`src/rtl/fp16_pkg.sv`:
```
// Shared fp16 definitions for the reciprocal arbiter: field widths, special encodings, clog2.
package fp16_pkg;

    localparam int unsigned FP16_W     = 16;
    localparam int unsigned FP16_EXP_W = 5;
    localparam int unsigned FP16_MAN_W = 10;

    localparam logic [FP16_W-1:0] FP16_QNAN    = 16'h7E01;
    localparam logic [FP16_W-1:0] FP16_POS_INF = 16'h7C00;

    function automatic int unsigned clog2(input int unsigned v);
        int unsigned r;
        r = 0;
        for (int unsigned p = 1; p < v; p = p << 1) begin
            r = r + 1;
        end
        return r;
    endfunction

endpackage

```
`src/rtl/fp16_recip.sv`:
```
// Combinational fp16 reciprocal, round-to-nearest mantissa.
// Subnormal inputs are treated as signed zero; out-of-range results go to inf or signed zero.
module fp16_recip
    import fp16_pkg::*;
(
    input  logic [FP16_W-1:0] a,
    output logic [FP16_W-1:0] recip_c
);

    logic                  sgn;
    logic [FP16_EXP_W-1:0] exp_in;
    logic [FP16_MAN_W-1:0] man_in;
    logic [FP16_MAN_W:0]   sig;
    logic [FP16_MAN_W-1:0] man_out;
    int                    exp_out;

    always_comb begin
        sgn     = a[FP16_W-1];
        exp_in  = a[FP16_W-2 -: FP16_EXP_W];
        man_in  = a[FP16_MAN_W-1:0];
        sig     = {1'b1, man_in};
        // round(2^21 / sig) = 2/sig with 10 fraction bits; the hidden bit falls off the top
        man_out = FP16_MAN_W'((22'h20_0000 + 22'(sig >> 1)) / 22'(sig));
        exp_out = ((man_in == '0) ? 30 : 29) - int'(exp_in);
        recip_c = {sgn, 15'd0};
        if (exp_in == '1) begin
            recip_c = (man_in != '0) ? FP16_QNAN : {sgn, 15'd0};
        end else if (exp_in == '0) begin
            recip_c = {sgn, FP16_POS_INF[FP16_W-2:0]};
        end else if (exp_out >= 31) begin
            recip_c = {sgn, FP16_POS_INF[FP16_W-2:0]};
        end else if (exp_out <= 0) begin
            recip_c = {sgn, 15'd0};
        end else begin
            recip_c = {sgn, FP16_EXP_W'(exp_out), man_out};
        end
    end

endmodule

```
`src/rtl/fp16_rr_arb.sv`:
```
// Combinational round-robin picker: first requester above ptr (with wrap) wins.
module fp16_rr_arb #(
    parameter int unsigned NUM_REQ = 4,
    parameter int unsigned IDW     = 2
) (
    input  logic [NUM_REQ-1:0] req,
    input  logic [IDW-1:0]     ptr,
    output logic [NUM_REQ-1:0] grant_c,
    output logic [IDW-1:0]     idx_c
);

    logic [IDW-1:0] cand;

    // Scan farthest offset first so the nearest requester after ptr is the last writer.
    always_comb begin
        grant_c = '0;
        idx_c   = '0;
        cand    = '0;
        for (int unsigned off = NUM_REQ; off >= 1; off--) begin
            cand = IDW'((32'(ptr) + off) % NUM_REQ);
            if (req[cand]) begin
                grant_c       = '0;
                grant_c[cand] = 1'b1;
                idx_c         = cand;
            end
        end
    end

endmodule

```
`src/rtl/fp16_recip_arb.sv`:
```
// Round-robin share of one fp16 reciprocal across NUM_REQ requesters, LAT-stage stallable pipeline.
// Optional per-requester grant counters when FP16_RECIP_ARB_STATS_EN is defined.
module fp16_recip_arb
    import fp16_pkg::*;
#(
    parameter int unsigned NUM_REQ = 4,
    parameter int unsigned LAT     = 3,
    parameter int unsigned IDW     = 2,
    parameter int unsigned CNT_W   = 16
) (
    input  logic                      clk,
    input  logic                      rst_n,
    input  logic [NUM_REQ-1:0]        req_valid,
    output logic [NUM_REQ-1:0]        req_ready,
    input  logic [FP16_W*NUM_REQ-1:0] req_data,
    output logic                      rsp_valid,
    input  logic                      rsp_ready,
    output logic [FP16_W-1:0]         rsp_data,
    output logic [IDW-1:0]            rsp_id,
    output logic                      busy
`ifdef FP16_RECIP_ARB_STATS_EN
    ,
    output logic [CNT_W*NUM_REQ-1:0]  grant_cnt
`endif
);

    if (NUM_REQ < 2 || LAT < 1 || IDW != clog2(NUM_REQ) || CNT_W < 1) begin : g_bad_param
        $error("fp16_recip_arb: illegal parameter combination");
    end

    typedef struct packed {
        logic              valid;
        logic [IDW-1:0]    id;
        logic [FP16_W-1:0] data;
    } stage_t;

    stage_t              stg_q [LAT];
    stage_t              stg_d [LAT];
    logic [IDW-1:0]      ptr_q;
    logic [IDW-1:0]      ptr_d;
    logic                busy_q;
    logic                busy_d;
    logic [NUM_REQ-1:0]  grant;
    logic [IDW-1:0]      gnt_idx;
    logic [FP16_W-1:0]   sel_data;
    logic [FP16_W-1:0]   recip;
    logic                adv;
    logic                accept;

    fp16_rr_arb #(
        .NUM_REQ (NUM_REQ),
        .IDW     (IDW)
    ) u_arb (
        .req     (req_valid),
        .ptr     (ptr_q),
        .grant_c (grant),
        .idx_c   (gnt_idx)
    );

    always_comb begin
        sel_data = '0;
        for (int unsigned i = 0; i < NUM_REQ; i++) begin
            if (grant[i]) begin
                sel_data = req_data[FP16_W*i +: FP16_W];
            end
        end
    end

    fp16_recip u_recip (
        .a       (sel_data),
        .recip_c (recip)
    );

    // Whole pipeline moves or whole pipeline holds; no accepts while reset is asserted.
    assign adv       = !stg_q[LAT-1].valid || rsp_ready;
    assign req_ready = grant & {NUM_REQ{adv & rst_n}};
    assign accept    = |(req_valid & req_ready);

    always_comb begin
        stg_d = stg_q;
        ptr_d = ptr_q;
        if (adv) begin
            for (int unsigned i = 1; i < LAT; i++) begin
                stg_d[i] = stg_q[i-1];
            end
            stg_d[0] = '0;
            if (accept) begin
                stg_d[0].valid = 1'b1;
                stg_d[0].id    = gnt_idx;
                stg_d[0].data  = recip;
                ptr_d          = gnt_idx;
            end
        end
        busy_d = 1'b0;
        for (int unsigned i = 0; i < LAT; i++) begin
            busy_d = busy_d | stg_d[i].valid;
        end
    end

    always_ff @(posedge clk) begin
        if (!rst_n) begin
            for (int unsigned i = 0; i < LAT; i++) begin
                stg_q[i] <= '0;
            end
            ptr_q  <= IDW'(NUM_REQ - 1);
            busy_q <= 1'b0;
        end else begin
            for (int unsigned i = 0; i < LAT; i++) begin
                stg_q[i] <= stg_d[i];
            end
            ptr_q  <= ptr_d;
            busy_q <= busy_d;
        end
    end

    assign rsp_valid = stg_q[LAT-1].valid;
    assign rsp_data  = stg_q[LAT-1].data;
    assign rsp_id    = stg_q[LAT-1].id;
    assign busy      = busy_q;

`ifdef FP16_RECIP_ARB_STATS_EN
    logic [CNT_W-1:0] cnt_q [NUM_REQ];

    // Saturating accept counters.
    always_ff @(posedge clk) begin
        if (!rst_n) begin
            for (int unsigned i = 0; i < NUM_REQ; i++) begin
                cnt_q[i] <= '0;
            end
        end else if (accept && cnt_q[gnt_idx] != '1) begin
            cnt_q[gnt_idx] <= cnt_q[gnt_idx] + CNT_W'(1);
        end
    end

    always_comb begin
        grant_cnt = '0;
        for (int unsigned i = 0; i < NUM_REQ; i++) begin
            grant_cnt[CNT_W*i +: CNT_W] = cnt_q[i];
        end
    end
`endif

endmodule

```
`config.mk`:
```
export PLATFORM = sky130hd
export DESIGN_NAME = fp16_recip_arb
export DESIGN_NICKNAME = d
export VERILOG_FILES = /design/src/rtl/fp16_pkg.sv /design/src/rtl/fp16_recip.sv /design/src/rtl/fp16_rr_arb.sv /design/src/rtl/fp16_recip_arb.sv
export SDC_FILE = /design/constraint.sdc
export NUM_CORES = 1
export LEC_CHECK = 0
export CAP_MARGIN = 20
export CELL_PAD_IN_SITES_DETAIL_PLACEMENT = 1
export CELL_PAD_IN_SITES_GLOBAL_PLACEMENT = 2
export CORE_MARGIN = 5
export CORE_UTILIZATION = 25
export CTS_CLUSTER_DIAMETER = 200
export DETAILED_ROUTE_END_ITERATION = 7
export PLACE_DENSITY = 0.67
export SYNTH_ARGS = -nofsm -noshare
export SYNTH_HDL_FRONTEND = slang
export SYNTH_SLANG_ARGS = --single-unit
```
`constraint.sdc`:
```
create_clock -name clk -period 46.9 [get_ports clk]
set_input_delay 11.725 -clock clk [delete_from_list [all_inputs] [get_ports clk]]
set_output_delay 11.725 -clock clk [all_outputs]
set_load 0.1 [all_outputs]
```
# [Word level (Yosys, flattened, before mapping)]
# Cells that the tools add are included.
[word_totals] word_cells=81 register_bits=60 input_bits=71
[op_classes] n_reduce_logical=11 bitwise_logic=5 add_sub_neg=6 mux=36 eq_ne=1 order_cmp=10 n_div=1
[op_table] op="$mux 16" count=6
[op_table] op="$mux 57" count=1
[op_table] op="$mux 15" count=3
[op_table] op="$ge 32x6->1 const B" count=1
[op_table] op="$le 32x1->1 const B" count=1
[op_table] op="$sub 32x6->32" count=1
[op_table] op="$add 22x10->22 const A" count=1
[op_table] op="$div 22x11->22" count=1
[op_table] op="$mux 19" count=1
[op_table] op="$mux 4" count=4
[op_table] op="$lt 2x3->1 const B" count=4
[op_table] op="$logic_not 10->1" count=1
[op_table] op="$mux 2" count=5
[op_table] op="$reduce_bool 10->1" count=1
[op_table] op="$and 4x4->4" count=2
[op_table] op="$bmux 1 s2" count=4
[op_table] op="$demux 1 s2" count=4
[op_table] op="$ge 2x1->1 const B" count=4
[op_table] op="$mux 1" count=8
[op_table] op="$eq 5x5->1 const B" count=1
[op_table] op="$logic_not 5->1" count=1
[op_table] op="$add 2x1->2 const B" count=2
[op_table] op="$add 2x2->2 const B" count=2
[op_table] op="$logic_and 1x1->1" count=4
[op_table] op="other kinds (6)" count=7

# [Logic depth before layout (Yosys ltp)]
# Gate-level depths: netlist of the first run.
[depth] word_depth=25 mapped_depth=201 depth_no_buf=180

# [By module]
# Synthesis of the first run repeated with hierarchy kept, for this count alone.
[unflattened] hier_cells=1451 area_unflattened_um2=10854.2
[by_module_without_submodules] module="fp16_recip" instances=1 cells_each=1023 area_each_um2=7265.7 seq_area_each_um2=0.0
[by_module_without_submodules] module="fp16_recip_arb" instances=1 cells_each=366 area_each_um2=3065.4 seq_area_each_um2=1201.2
[by_module_without_submodules] module="fp16_rr_arb" instances=1 cells_each=62 area_each_um2=523.0 seq_area_each_um2=0.0

# [Worst setup path after synthesis of the first run]
# Ideal clock, no wire load.
[synth_timing] kind="input to register" start="input port req_valid[0]" end="register stg_q[38] (netlist name)" t_arrival_ps=48577 path_buffers=24 setup_slack_ps=-1812 required_ps=46765 cell_stages=192 path_cell_list="buf_4 > mux4_2 > a21o_1 > a31oi_4 > a21boi_1 > buf_2 > a21o_1 > o221a_2 > a21oi_1 > ha_1 > o311ai_1 > or3_1 > buf_2 > nor4_1 > ha_1 > and2_1 > a31oi_1 > a211oi_1 > [... 156 more ...] > ha_1 > a21boi_0 > o21ai_0 > nand2b_1 > a21oi_1 > nor2b_1 > o21ai_0 > nand2b_1 > a21oi_1 > nor2b_1 > o21ai_0 > nand2b_1 > a21oi_1 > a211o_1 > and4_1 > o32a_1 > o211a_1 > a41oi_1"
[synth_via] elab_chain_len=19 elab_cells_between_ends=35 classes_between="add/sub: 2; div: 1; order compare: 2; eq/ne: 1; mux: 23; bitwise: 2; reduce/logical: 4"
[synth_rtl] element="from (decl)" line_no="fp16_recip_arb.sv:13" rtl="input logic [NUM_REQ-1:0] req_valid,"
[synth_rtl] element="parallel branches: the longest is 18 deep, another holds $add 22x10->22"
[synth_rtl] element="$mux 19 *" line_no="fp16_recip_arb.sv:87" rtl="if (accept) begin"
[synth_rtl] element="to (signal, indexed assignment)" line_no="fp16_recip_arb.sv:109" rtl="stg_q[i] <= stg_d[i];"
[synth_rtl] element="to (decl)" line_no="fp16_recip_arb.sv:37" rtl="stage_t stg_q [LAT];"
# Every way passes the cells marked *. The select of a mux whose other input is x is not followed.
# A chain may end at the register's enable or synchronous reset.

# [Final worst setup path of the first run]
[layout_timing] start="input port req_valid[1]" end="register stg_q[38] (netlist name)"
# The elaborated chain is that of the path after synthesis.

==> results of run 1 <==
synthesized netlist by cell type, drive strengths merged (6+ instances only):
master	count
dfxtp	60
mux2	18
mux2i	18
a221oi	7
clkbuf	35
or3	9
xor2	12
and2	16
o31ai	40
nor2b	28
o22ai	11
nand3b	7
a22oi	14
and3	12
o211ai	13
a21boi	54
or2	16
nor2	134
o2111ai	6
o21ai	74
buf	46
a211oi	14
a221o	6
a31oi	18
a311oi	7
nand3	25
a21o	31
ha	122
nor4	13
a2111oi	6
o21a	69
xnor2	34
inv	41
o211a	8
nand2	218
a21oi	88
nand4	16
nand2b	15
nor3	88
layout make-up:
cell class / count / area [um2]
multi-input cells: 1345 / 9570
clock inverters: 6 / 63.8
well taps: 592 / 741
repair buffers: 180 / 1570
inverters: 41 / 154
flip-flops and latches: 60 / 1200
clock buffers: 10 / 229
fillers: 5422 / 30500
routing by layer:
layer	GRT usage [%]	vias to the layer above
met2	29.3	135
met5	0	-
met4	4.06	0
met3	1.49	49
met1	24.7	5926
li1	-	5891
worst paths after layout:
| path | from | slack, ps | to | cells after the start |
|---|---|---|---|---|
| hold reg to reg | rsp_data[2] | 460 | rsp_data[2] | 2 |
| setup / recovery | req_valid[1] | 2450 | stg_q[38] | 178 |
| hold / removal | rsp_data[2] | 460 | rsp_data[2] | 2 |
| setup reg to reg | ptr_q[0] | 12450 | stg_q[38] | 178 |
stage by stage:
| stage | TNS, ps | instance area [um2] | utilization [%] |
|---|---|---|---|
| after floorplan | 0 | 11100 | - |
| after global placement | 0 | 12900 | 29.2 |
| after detailed placement | -440 | 12900 | 29.2 |
| after CTS | 0 | 13200 | 29.9 |
| after global routing | -24.0 | 13500 | 30.7 |
| final | 0 | 13500 | 30.7 |
cell usage in the layout, fill, tap and decap left out, types with 9 or more instances in the layout:
cell type,n
a211oi_1,11
a21boi_0,50
a21o_1,30
a21oi_1,68
a21oi_2,18
a22oi_1,11
a31oi_1,13
and2_1,12
and3_1,9
buf_4,82
clkbuf_16,9
clkdlybuf4s50_1,89
dfxtp_1,60
ha_1,122
inv_1,35
mux2_2,17
mux2i_1,17
nand2_1,215
nand2b_1,15
nand3_1,22
nand4_1,15
nor2_1,126
nor2b_1,25
nor3_1,85
o211ai_1,12
o21a_1,68
o21ai_0,60
o21ai_1,11
o22ai_1,11
o31ai_1,38
or2_2,14
xnor2_1,34
xor2_1,11
kinds of logic after synthesis:
| kind of cell | count (synthesis) |
|---|---|
| buffers and inverters | 122 |
| xor gates and xnor gates | 46 |
| other | 2 |
| adders and majority gates | 123 |
| AOI/OAI and AO/OA | 516 |
| muxes | 40 |
| and+or+nand+nor | 615 |
| DFF | 60 |
worst max-delay path: cells and delay by family:
kind | cells | cell delay, ps
xor gates and xnor gates | 1 | 160
AOI/OAI and AO/OA | 101 | 18500
adders and majority gates | 12 | 3470
muxes | 6 | 1970
and+or+nand+nor | 50 | 7540
buffers and inverters | 8 | 1200
state kept, by name (all words and copies together), names as in the netlist:
register / flops
busy: 1
ptr_q: 2
rsp_data: 16
rsp_id: 2
rsp_valid: 1
stg_q: 38
timing repair:
| action | 4_1_cts | 5_1_grt |
|---|---|---|
| setup endpoints to repair | 1 | 2 |
| buffers inserted | 0 | 20 |
| hold buffers | 0 | 0 |
| pin swaps | 0 | 20 |
| gates resized for setup | 3 | 63 |
==> results.toml, run 1 <==
[run_status]
outcome = "finished clean"

[worst_setup_path]
path_max_fanout = 20
slowest_stage = "mux4_2"
crit_top_cell = "o21a_1"
cp-start-kind = "primary input"
max_stage_delay_ps = 640
worstPathArrival_ps = 44670
worstPathRequired_ps = 47120
worst_setup_path_end_kind = "flop"
worstSetupPathType = "in2reg"

[floorplan]
die_y_um = 220
fp.coreArea_mm2 = 0.0440
ioPinCount = 95
die_area_mm2 = 0.0485
die_x_um = 220
start_util_pct = 25.1
rows = 77

[routing]
top_layer_used = "met4"
drt-wirelength-per-cell_um = 19.5
wl_met3_um = 899
via_per_inst = 5.37
ant_nets = 0
drc = 0
drtPass1Iterations = 4
wirelength_um = 43700
met2_length_um = 20200
vias = 12001
drtIter0Drc = 615
m1WireLength_um = 21600

[placed_design]
dp_slack_ps = -440
gp_congestion = 0.890
io_buffers = 94
place.detailed.hpwl_um = 35200
place_inst = 2197

[clock_network]
cts_root_buffer = "clkbuf_16"
cts.clk_slew.worst_paths_ps = 70
cts_tree = "yes"
cts.sinks = 60
htree_num_levels = 3
clock_latency_ps = 350
cts_buffer_depth = 2
numCtsBuffers = 9

[yosys]
synth_edf_count = 0
synth-simple-area-share_pct = 26.9
synth.ff_latch_count = 60
synthCells = 1524
synth_area_leaders = "ha_1 14%, dfxtp_1 11%, nand2_1 7.3%"
synth_top_family_by_area = "compound AO/OA/AOI/OAI gates"
synth-main-ff-cell = "dfxtp_1"
avgSynthCellArea_um2 = 7.26
synth_mux_area_share_pct = 4.31
synthDistinctLibCells = 116
asyncSetResetFlopFracSynth_pct = 0
syn-cell-area_mm2 = 0.0111
synth_top_area_share_pct = 13.8
synth_xor_area_share_pct = 3.71
synth_top_area_cell = "ha_1"
synth_fa_ha_area_share_pct = 14.0
synth_compound_area_share_pct = 34.9
ys_warn_count = 0
yosysSeqAreaShare_pct = 10.9

[layout]
area_growth_pct = 22.3
final_nets = 1831
final_cells = 2234
n_antenna_cell = 0
layout-drive-gt1-share_pct = 15.7

[sta]
holdWs_ps = 462
finalCriticalPeriod_ps = 44450
fmax_mhz = 22.5
worst_slew_pin_slew_ps = 1020
fin_skew_ps = 20.1
setup_viol = 0
hold_viol_final = 0
worst_slack_ps = 2450
drv_slew = 0
period_share_pct = 94.8
relSlewSlack_pct = 31.7

[min_path]
hold_path.class = "reg2reg"

[grt]
grtUsageTotal_pct = 17.6
grt_max_degree = 62
grt_pass1_vias = 11976
grt_pass1_wl_um = 68300
grt.overflow.total = 0
antenna_found_initial = 0

[job]
max_cap_viol_count = 0
Power of run 1 is left out: the tool's default activity adds up to more than one toggle a clock period on the data nets, which glitch-free logic cannot reach.
==> run 2: changes to the inputs <==
- GPL_TIMING_DRIVEN: unset -> 0
- MAX_ROUTING_LAYER: unset -> met4
- REMOVE_ABC_BUFFERS: unset -> 1
==> run 2 against run 1 <==
Net effect:
- global-route usage decreased by 0.80 points
- register-to-register slack got worse by 650 ps
- final cell count increased by 0.72%
- routed wire length decreased by 5.7%
- utilization increased by 1.6 points
- design area increased by 5.2%
- clock skew decreased by 13 ps
- highest routed layer unchanged
- largest cell class unchanged
- fmax decreased by 1.5%
- non-clock buffer count increased by 11
- hold slack got worse by 6.4 ps
- critical path depth increased by 2
- clock-buffer cell count unchanged
==> results.toml, run 2 (synthesis results as in run 1) <==
[run_status]
outcome = "finished clean"

[clock_network]
cts.clk_slew.worst_paths_ps = 60
htree_num_levels = 3
numCtsBuffers = 9
clock_latency_ps = 330
cts_tree = "yes"
cts_buffer_depth = 2
cts_root_buffer = "clkbuf_16"
cts.sinks = 60

[min_path]
hold_path.class = "reg2reg"

[sta]
worst_slew_pin_slew_ps = 1070
finalCriticalPeriod_ps = 45110
relSlewSlack_pct = 28.5
hold_viol_final = 0
fin_skew_ps = 7.15
drv_slew = 0
fmax_mhz = 22.2
period_share_pct = 96.2
setup_viol = 0

[worst_setup_path]
path_max_fanout = 10
crit_start = "req_valid[1]"
worst_setup_path_end_kind = "flop"
ff2ff_setup_slack_ps = 11800
worstSetupPathType = "in2reg"
worstPathRequired_ps = 47110
reg2reg_from = "ptr_q[0]"
slowest_stage = "mux4_2"
max_stage_delay_ps = 530
cp-start-kind = "primary input"
path_depth = 180
critPathCapture = "stg_q[38]"
cp_top_family = "compound AO/OA/AOI/OAI gates"
rr_worst_depth = 181
worstPathArrival_ps = 45320
r2r-end = "stg_q[38]"
crit_top_cell = "o21a_1"
crit_buf_inv = 10

[floorplan]
ioPinCount = 95
die_y_um = 220
die_x_um = 220
fp.coreArea_mm2 = 0.0440
start_util_pct = 25.1
die_area_mm2 = 0.0485
rows = 77

[grt]
grt_pass1_vias = 12214
grt_pass1_wl_um = 65200
grt.overflow.total = 0
grt_max_degree = 62
grtUsageTotal_pct = 16.8
antenna_found_initial = 2

[placed_design]
place_inst = 2144
gp_congestion = 0.855
place.detailed.hpwl_um = 30600
io_buffers = 94

[job]
max_cap_viol_count = 0

[routing]
wl_met3_um = 872
drt-wirelength-per-cell_um = 18.3
vias = 11972
via_per_inst = 5.32
top_layer_used = "met4"
ant_nets = 0
drtPass1Iterations = 5
m1WireLength_um = 19100
drc = 0
met2_length_um = 20600
drtIter0Drc = 510
wirelength_um = 41200

[layout]
final_cells = 2250
final_cell_mix = "212 x nand2_1, 121 x ha_1, 119 x nor2_1"
regMostFlops = "stg_q"
area_growth_pct = 28.7
largest_register_ffs = 38
fill_cells = 5391
layout-drive-gt1-share_pct = 18.5
final_nets = 1846
final_common_cell = "nand2_1"
==> run 2: cell types whose count changed in the layout (fill, tap and decap cells not counted), sizes merged, moves of 2 or more <==
cell	delta
clkinvlp	-2
bufinv	+2
clkbuf	-5
buf	+16
==> run 2: tightest hold or removal path, cell delays in order (launching register included) <==
cell and delay (ps):
dfxtp_1 310, nand2_1 50, a21boi_0 60
==> run 2: metal layers <==
layer / GRT usage (%) / vias up
met4: 2.66 / 0
met1: 21.3 / 5863
met2: 30.0 / 128
met5: - / -
met3: 0.930 / 33
li1: - / 5948
==> run 2: final cells by class <==
type	instances	area, um2	share of cell area [%]
multi-input combinational	1349	10000	70.6
timing repair buffer	191	1740	12.3
sequential	60	1200	8.44
tap	592	741	5.20
clock buffer	10	229	1.61
inverter	41	154	1.08
clock inverter	6	113	0.791
antenna	1	2.50	0.0176
==> run 2: worst min path at each step <==
stage	start	end	slack, ps	cells past startpoint
after global placement	rsp_data[13]	rsp_data[13]	450	2
final	rsp_data[5]	rsp_data[5]	460	2
after CTS	rsp_data[15]	rsp_data[15]	460	2
after detailed placement	rsp_data[5]	rsp_data[5]	460	2
after floorplan	stg_q[19]	stg_q[19]	440	2
after global routing	stg_q[51]	stg_q[32]	480	2
==> run 2: per-stage QoR <==
stage          hold WS, ps  TNS, ps  setup WS [ps]  instance area, um2  utilization [%]
6_report               456        0           1790               14200             32.3
3_3_place_gp           453   -33880         -13580               12300             28.0
4_1_cts                463        0           9.44               13700             31.0
3_5_place_dp           457   -18680          -9420               12500             28.4
5_1_grt                484     -146           -146               14200             32.3
2_1_floorplan          441    -2380          -2220               10600                -
==> run 2: what timing repair did <==
item | 4_1_cts | 5_1_grt
setup buffers | 44 | 40
pin swaps | 22 | 46
hold buffers | 0 | 0
cloned | 3 | 2
endpoints found under the setup margin | 3 | 1
resized for setup | 98 | 71
Power of run 2 is left out for the same reason.
==> run 3: changes to the inputs <==
- RECOVER_POWER: unset -> 50
==> run 3 against run 2 <==
Net effect:
- the run now ends with capacitance limit, slew limit left
- sequential share of layout area hardly changed
- global-route usage is the same
- routed wire length down 0.16%
- final cell count is the same
- utilization down 0.071 points
- design area down 0.22%
- first-iteration DRC count up 0.98%
- setup slack lost 1.7 ps
- critical path depth unchanged
- largest cell class unchanged
- flip-flop and latch count unchanged
- critical endpoint unchanged
==> results.toml, run 3 (synthesis results as in run 1) <==
[clock_network]
numCtsBuffers = 9
cts_tree = "yes"
clock_latency_ps = 330
hold_buffers = 0
cts_root_buffer = "clkbuf_16"
htree_num_levels = 3
cts.clk_slew.worst_paths_ps = 60
cts.sinks = 60
cts_buffer_depth = 2

[worst_setup_path]
r2r-end = "stg_q[38]"
crit_start = "req_valid[1]"
cp_top_family = "compound AO/OA/AOI/OAI gates"
cp-start-kind = "primary input"
rr_worst_depth = 181
max_stage_delay_ps = 530
path_max_fanout = 10
reg2reg_from = "ptr_q[0]"
worstPathArrival_ps = 45320
worstPathRequired_ps = 47110
crit_top_cell = "o21a_1"
worst_setup_path_end_kind = "flop"
slowest_stage = "mux4_2"
crit_buf_inv = 10
worstSetupPathType = "in2reg"
ff2ff_setup_slack_ps = 11800

[layout]
largest_register_ffs = 38
final_common_cell = "nand2_1"
final_nets = 1846
fill_cells = 5394
regMostFlops = "stg_q"
post-route-util_pct = 32.3
final_area_mm2 = 0.0142
final_cell_mix = "212 x nand2_1, 121 x ha_1, 119 x nor2_1"
layout-drive-gt1-share_pct = 18.3
area_growth_pct = 28.4

[placed_design]
place.detailed.hpwl_um = 30600
dp_slack_ps = -9420
io_buffers = 94
place_area_mm2 = 0.0125
gp_congestion = 0.855

[routing]
wirelength_um = 41100
drtPass1Iterations = 5
drt-wirelength-per-cell_um = 18.3
drtIter0Drc = 515
vias = 11976
via_per_inst = 5.32
drc = 0
ant_nets = 0

[sta]
drv_slew = 35
setup_viol = 0
hold_viol_final = 0
period_share_pct = 96.2
fmax_mhz = 22.2
finalCriticalPeriod_ps = 45110
worst_slew_pin_slew_ps = 2390
relSlewSlack_pct = -59.6
holdWs_ps = 456
worst_slack_ps = 1790
fin_skew_ps = 7.33

[grt]
antenna_found_initial = 2
gr-usage-met1_pct = 21.3
grtUsageTotal_pct = 16.8
use_met2_pct = 30.0
top_usage_layer = "met2"
grt_max_degree = 62
grt_pass1_vias = 12214
grt_pass1_wl_um = 65200
global_route.usage.met3_pct = 0.930
grt.overflow.total = 0

[floorplan]
die_x_um = 220
ioPinCount = 95
die_area_mm2 = 0.0485
start_util_pct = 25.1
rows = 77
die_y_um = 220
fp.coreArea_mm2 = 0.0440

[min_path]
min_path_cells = 2
hold_path.class = "reg2reg"
min_to = "rsp_data[13]"
worstHoldStart = "rsp_data[13]"

[run_status]
outcome = "finished, violations left"
violations = "capacitance limit, slew limit"

[job]
max_cap_viol_count = 1
## run 3: cell count changes in the layout (fill, tap and decap cells not counted)
cell	previous run	this run
buf_16	2	1
nor2b_1	25	26
clkbuf_1	1	2
nor2b_4	3	2
clkdlybuf4s50_1	89	84
dlygate4sd3_1	0	5
## run 3: final cells by class
class	count	area, um2	share of cell area [%]
diodes	1	2.50	0.0176
clock buffers	10	229	1.61
flip-flops and latches	60	1200	8.46
inverters	41	154	1.08
clock inverters	6	113	0.793
multi-input cells	1349	10000	70.7
repair buffers	191	1720	12.1
well taps	592	741	5.22
## run 3: through the flow
stage,TNS [ps],std cells
6_report,0,2250
5_1_grt,-146,2250
3_3_place_gp,-33880,2132
2_1_floorplan,-2380,1446
3_5_place_dp,-18680,2144
4_1_cts,0,2207
## run 3: worst max path at each step
stage	end	slack, ps	cells after the start
finish	stg_q[38]	1790	180
global route	stg_q[38]	-150	180
CTS	stg_q[38]	9	180
detailed placement	stg_q[38]	-9420	174
global placement	stg_q[38]	-13580	168
floorplan	stg_q[38]	-2220	168
## run 3: timing repair
action | 4_1_cts | 5_1_grt
gates resized for setup | 98 | 71
cloned | 3 | 2
buffers inserted | 44 | 40
endpoints found under the setup margin | 3 | 1
hold endpoints to repair | 0 | 0
pin swaps | 22 | 46
## run 3: worst reg2reg max path, delay by kind of cell (launching register included)
family	cells	cell delay [ps]
muxes	7	1850
and+or+nand+nor	48	7560
buffers and inverters	10	1600
xor gates and xnor gates	1	160
DFF	1	760
adders and majority gates	13	3960
AOI/OAI and AO/OA	102	19090
## run 3: layer usage
| metal | up-vias | wire length [um] |
|---|---|---|
| li1 | 5947 | - |
| met1 | 5867 | 19100 |
| met2 | 131 | 20600 |
| met3 | 31 | 872 |
| met4 | 0 | 549 |
| met5 | - | 0 |
Power of run 3 is left out for the same reason.
